**src/rtl/div_pkg.sv**
```systemverilog
// Shared types and constants for the iterative 32-bit divider.
package div_pkg;

    typedef enum logic [1:0] {
        DIV  = 2'b00,
        DIVU = 2'b01,
        REM  = 2'b10,
        REMU = 2'b11
    } div_op_t;

    typedef enum logic [1:0] {
        IDLE = 2'b00,
        BUSY = 2'b01,
        DONE = 2'b10
    } div_state_t;

    localparam int DIV_STEPS = 32;

    function automatic logic [31:0] neg_if(input logic [31:0] v,
                                           input logic n);
        return n ? (~v + 32'd1) : v;
    endfunction

endpackage

```
**src/rtl/divider_step.sv**
```systemverilog
// One restoring-division iteration: shift in a dividend bit, trial subtract.
module divider_step (
    input  logic [32:0] rem_in,
    input  logic [31:0] dvs,
    input  logic        bit_in,
    output logic [32:0] rem_out,
    output logic        q
);

    logic [33:0] sh;
    logic [33:0] diff;

    always_comb begin
        sh      = {rem_in, bit_in};
        diff    = sh - {2'b00, dvs};
        q       = ~diff[33];
        rem_out = q ? diff[32:0] : sh[32:0];
    end

endmodule

```
**src/rtl/divider.sv**
```systemverilog
// Iterative 32-bit restoring divider (DIV/DIVU/REM/REMU) with tag broadcast.
// Optional DIVIDER_EARLY_OUT_EN: divide-by-zero and overflow finish at accept.
module divider #(
    parameter int TAG_W = 4
) (
    input  logic             clk,
    input  logic             rst_n,
    input  logic             in_valid,
    output logic             in_ready,
    input  logic [31:0]      Vj,
    input  logic [31:0]      Vk,
    input  logic [9:0]       Op,
    input  logic [TAG_W-1:0] tag_in,
    input  logic             flush,
    output logic             out_valid,
    input  logic             out_ready,
    output logic [31:0]      y,
    output logic [TAG_W-1:0] tag_out
);

    import div_pkg::*;

    div_state_t       state, state_n;
    logic [4:0]       cnt;
    logic [31:0]      dvd, dvs;
    logic [32:0]      rem;
    div_op_t          op;
    logic [TAG_W-1:0] tag;
    logic             qneg, rneg, dz;

    logic             accept, last;
    div_op_t          op_in;
    logic             sgn_in, a_neg, b_neg, dz_in;
    logic [31:0]      a_abs, b_abs;
    logic             early;
    logic [31:0]      early_y;
    logic [32:0]      st_rem, st_rem_o;
    logic [31:0]      st_dvs;
    logic             st_bit, st_q;
    logic [31:0]      q_fin, r_fin, res;
    logic             unused_op;

    assign in_ready  = (state == IDLE);
    assign out_valid = (state == DONE);
    assign accept    = in_valid && in_ready;
    assign last      = (cnt == 5'(DIV_STEPS - 2));
    assign unused_op = ^{Op[9], Op[6:0]};

    assign op_in  = div_op_t'(Op[8:7]);
    assign sgn_in = ~Op[7];
    assign a_neg  = sgn_in & Vj[31];
    assign b_neg  = sgn_in & Vk[31];
    assign a_abs  = neg_if(Vj, a_neg);
    assign b_abs  = neg_if(Vk, b_neg);
    assign dz_in  = (Vk == 32'd0);

`ifdef DIVIDER_EARLY_OUT_EN
    logic ovf_in;
    assign ovf_in  = sgn_in && (Vj == 32'h8000_0000)
                     && (Vk == 32'hFFFF_FFFF);
    assign early   = dz_in | ovf_in;
    assign early_y = dz_in ? (op_in[1] ? Vj : 32'hFFFF_FFFF)
                           : (op_in[1] ? 32'h0 : 32'h8000_0000);
`else
    assign early   = 1'b0;
    assign early_y = 32'h0;
`endif

    // First iteration runs on the accepting edge straight from the operands
    assign st_rem = (state == BUSY) ? rem     : 33'd0;
    assign st_dvs = (state == BUSY) ? dvs     : b_abs;
    assign st_bit = (state == BUSY) ? dvd[31] : a_abs[31];

    divider_step u_step (
        .rem_in  (st_rem),
        .dvs     (st_dvs),
        .bit_in  (st_bit),
        .rem_out (st_rem_o),
        .q       (st_q)
    );

    always_comb begin
        q_fin = {dvd[30:0], st_q};
        r_fin = st_rem_o[31:0];
        if (op == REM || op == REMU)
            res = neg_if(r_fin, rneg);
        else if (dz && op == DIV)
            res = 32'hFFFF_FFFF;
        else
            res = neg_if(q_fin, qneg);
    end

    always_comb begin
        state_n = state;
        unique case (state)
            IDLE: if (accept) state_n = early ? DONE : BUSY;
            BUSY: if (last) state_n = DONE;
            DONE: if (out_ready) state_n = IDLE;
            default: state_n = IDLE;
        endcase
        if (flush) state_n = IDLE;
    end

    always_ff @(posedge clk or negedge rst_n) begin
        if (!rst_n) state <= IDLE;
        else        state <= state_n;
    end

    always_ff @(posedge clk or negedge rst_n) begin
        if (!rst_n) begin
            cnt     <= '0;
            dvd     <= '0;
            dvs     <= '0;
            rem     <= '0;
            op      <= DIV;
            tag     <= '0;
            qneg    <= 1'b0;
            rneg    <= 1'b0;
            dz      <= 1'b0;
            y       <= '0;
            tag_out <= '0;
        end else if (!flush) begin
            if (accept) begin
                cnt  <= '0;
                dvd  <= {a_abs[30:0], st_q};
                dvs  <= b_abs;
                rem  <= st_rem_o;
                op   <= op_in;
                tag  <= tag_in;
                qneg <= a_neg ^ b_neg;
                rneg <= a_neg;
                dz   <= dz_in;
                if (early) begin
                    y       <= early_y;
                    tag_out <= tag_in;
                end
            end else if (state == BUSY) begin
                cnt <= cnt + 5'd1;
                dvd <= q_fin;
                rem <= st_rem_o;
                if (last) begin
                    y       <= res;
                    tag_out <= tag;
                end
            end
        end
    end

endmodule
```
**config.mk**
```make
export PLATFORM = sky130hd
export DESIGN_NAME = divider
export DESIGN_NICKNAME = d
export VERILOG_FILES = /design/src/rtl/div_pkg.sv /design/src/rtl/divider_step.sv /design/src/rtl/divider.sv
export SDC_FILE = /design/constraint.sdc
export NUM_CORES = 1
export LEC_CHECK = 0
export ABC_AREA = 1
export BUFFER_PORTS_ARGS = -buffer_cell sky130_fd_sc_hd__buf_2
export CORE_MARGIN = 5
export CORE_UTILIZATION = 26
export CTS_BUF_LIST = sky130_fd_sc_hd__clkbuf_4 sky130_fd_sc_hd__clkbuf_8
export DETAILED_ROUTE_END_ITERATION = 6
export PLACE_DENSITY_LB_ADDON = 0.25
export SLEW_MARGIN = 0
export SYNTH_ARGS = -nofsm -noshare
export SYNTH_HDL_FRONTEND = slang
export SYNTH_SLANG_ARGS = --single-unit
```
**constraint.sdc**
```tcl
create_clock -name clk -period 6 [get_ports clk]
set_clock_uncertainty 0.2 [all_clocks]
set_input_delay 0.6 -clock clk [delete_from_list [all_inputs] [get_ports clk]]
set_output_delay 0.6 -clock clk [all_outputs]
set_load 0.01 [all_outputs]
```
==> metrics.txt <==
DRC viols=0; top cells by count, synth=nand2_1 (515), inv_1 (245), o21ai_0 (245); CP required=6.21 ns; Register-to-Register Setup Slack=1.00 ns; relative slew slack=45.5%; largest net degree at the start of global routing=54; Mapped Nets=2132; clk_lat worst skew=roughly 0.51 ns; CP max stage delay=0.34 ns; DR iter-0 viols=1048; final wirelength=46400 um; share of the synthesized area in the top cell type=28.8%; Yosys reg bits=between 100 and 150; combinational share of power=between 50 and 60%; # setup viols final=0; Vias/cell=4.63; fin area=roughly 16000 um^2; CTS tree=yes; Clk pwr share=approximately 15%; hpwl dp=approximately 38000 um; Post-synth EDFFs=0; RSZ-0062 raised after global routing=true; Worst Hold Class=input pin to register; Sink Count=about 150; Worst Hold End=state[1]$_DFFE_PN0P_; outcome=finished, final reports clean; Crit Path Max Fanout=3; YS warnings=0; global-route wire length before repair=around 74000 um; Crit-path slowest cell=ha_1; Seq. cell area=3730 um^2; worst slew pin tran=0.818 ns; Post-Syn Instances=2010; initial antenna violation count=2; CTS H-tree lvls=4; type of origin of the critical path=input pin; largest area contributor in the netlist=dfrtp_1; final period utilization=95.3%; Pins Over Slew Limit=0; Hold Startpoint=out_ready; achievable frequency=~170 MHz; share of post-route cells with drive strength above 1=19.0%; CP Capture Type=register; Worst R2R Start=state[0]$_DFFE_PN0P_; Layout fillers=5501; width of the die=233 um; switching share of power=49.5%; gp weighted congestion=0.939; Initial Utilization=about a quarter; final hold violation count=0; synth-to-layout area growth=21.2%; number of max-cap violations=0; worst hold stages=2; Pleak=7.96 nW; PD cells=336 nW/um^2; post-route ant nets=0; register area share after synthesis=28.8%; die height=233 um; Clock Path Buffers=2; total power=0.00526 W; dominant synthesized flop cell=dfrtp_1; Detailed Routing Iterations Pass 1=6; P_sw=0.00260 W; min cycle time layout=5.72 ns; Core Area=49100 um^2; worst hold margin=around 0.065 ns; crit path DAT=around 5.9 ns; CP most frequent cell=nand2_2; internal power=between 0.002 and 0.003 W; Multi-input gate area=roughly 8000 um^2; sequential power share=26.8%; via count=between 10000 and 15000; die area=54300 um^2; grt ovf=0; maximum VDD drop=168 uV; reg2reg end=y[30]$_DFFE_PN0P_; std cell rows=81; number of global-route vias before repair=13100; Port Buffers=between 100 and 150; Wirelength per Cell=around 16 um; Post-synth ARST share=100%; FF-to-FF path depth=30; clock-pin transition on the worst setup and hold timing paths=approximately 0.090 ns; Post-Syn Area per Cell=6.43 um^2; Post-Syn Area=12900 um^2; Yosys cell types=49; TritonCTS Buffers=17; overall routing resource usage=17.2%; setup TNS=0 ns; Root Driver=clkbuf_8; IO Pins=121; most common cell in the netlist=nand2_1; main area contributors after synthesis=dfrtp_1 (29%), nand2_1 (15%), o21ai_0 (9.5%); Final #Nets=2340; crit path kind=input pin to register; placed cell area=between 15000 and 20000 um^2
[registers in the layout, summed over array words and instances (netlist names)]
register	flops
rem	33
dvd	32
dvs	32
y	32
cnt	5
tag	4
tag_out	4
op	2
state	2
dz	1
qneg	1
rneg	1
[metal layers]
metal  vias to the layer above  track usage (%)  share of wire [%]
met3                        47             2.87                4.5
met2                       309             26.4                 44
met5                         -                0                  0
li1                       6903                -                  -
met1                      6146             24.8                 50
met4                         0             4.89                2.0
[power by group through the flow]
stage | sequential (W) | combinational (W) | clock [W]
after floorplan | 0.00136 | 0.00202 | 0
after global placement | 0.00142 | 0.00297 | 0
after detailed placement | 0.00142 | 0.00300 | 0
after CTS | 0.00141 | 0.00301 | 0.000832
after global routing | 0.00144 | 0.00343 | 0.000863
final | 0.00141 | 0.00305 | 0.000799
[how the worst max path moves through the flow]
| stage | from | end | cells past startpoint |
|---|---|---|---|
| finish | Vk[2] | y[30]$_DFFE_PN0P_ | 45 |
| floorplan | Vk[2] | y[30]$_DFFE_PN0P_ | 40 |
| global route | Vk[2] | y[24]$_DFFE_PN0P_ | 46 |
| detailed placement | Vk[2] | y[30]$_DFFE_PN0P_ | 43 |
| global placement | Vk[2] | y[30]$_DFFE_PN0P_ | 42 |
| CTS | Vk[2] | y[30]$_DFFE_PN0P_ | 42 |
[critical path, delay by kind of cell]
| family | cells | cell delay [ns] |
|---|---|---|
| AO/OA/AOI/OAI | 7 | 0.79 |
| XOR/XNOR | 1 | 0.16 |
| adder cells (fa/ha/maj) | 2 | 0.47 |
| buffers and inverters | 10 | 0.86 |
| AND/OR/NAND/NOR | 25 | 3.03 |
[metrics by stage]
stage | utilization (%) | instances | setup WS (ns)
after floorplan | - | 2010 | 0.0245
after global placement | 30.7 | 2855 | -0.308
after detailed placement | 30.7 | 2855 | -0.437
after CTS | 31.5 | 2888 | 0.115
after global routing | 31.9 | 2897 | -0.174
final | 31.9 | 2898 | 0.281
[kinds of logic (layout without fill, tap and decap cells)]
| group | after synthesis | after routing | synth area share, % |
|---|---|---|---|
| and+or+nand+nor | 982 | 982 | 33.5 |
| xor gates and xnor gates | 95 | 95 | 6.44 |
| buffers and inverters | 331 | 552 | 10.1 |
| other | 0 | 3 | 0 |
| AOI/OAI and AO/OA | 414 | 414 | 17.3 |
| adders and majority gates | 39 | 39 | 3.83 |
| DFF | 149 | 149 | 28.8 |
[repair_timing]
item,in CTS,in global routing
setup buffers,0,7
hold buffers,1,0
endpoints found under the hold margin,50,0
endpoints found under the setup margin,0,17
gates resized for setup,0,49
[cell type report]
class	count	area share [%]
Inverter	260	6.26
Antenna cell	3	0.0479
Clock buffer	18	1.54
Clock inverter	14	0.894
Sequential cell	149	23.8
Tap cell	664	5.30
Multi-Input combinational cell	1530	51.3
Timing Repair Buffer	260	10.9
[layout by cell type, fill, tap and decap left out, drive strengths merged, types with 6 or more instances in the layout]
| cell type | n |
|---|---|
| nand2 | 559 |
| inv | 266 |
| o21ai | 262 |
| buf | 259 |
| nor2 | 241 |
| dfrtp | 149 |
| nand3 | 121 |
| a21oi | 97 |
| xor2 | 68 |
| ha | 38 |
| nand4 | 29 |
| xnor2 | 27 |
| nor3 | 19 |
| clkbuf | 18 |
| a31oi | 16 |
| o211ai | 14 |
| o31ai | 8 |
| nor4 | 6 |
No activity file was read; power rests on OpenSTA's default activity.
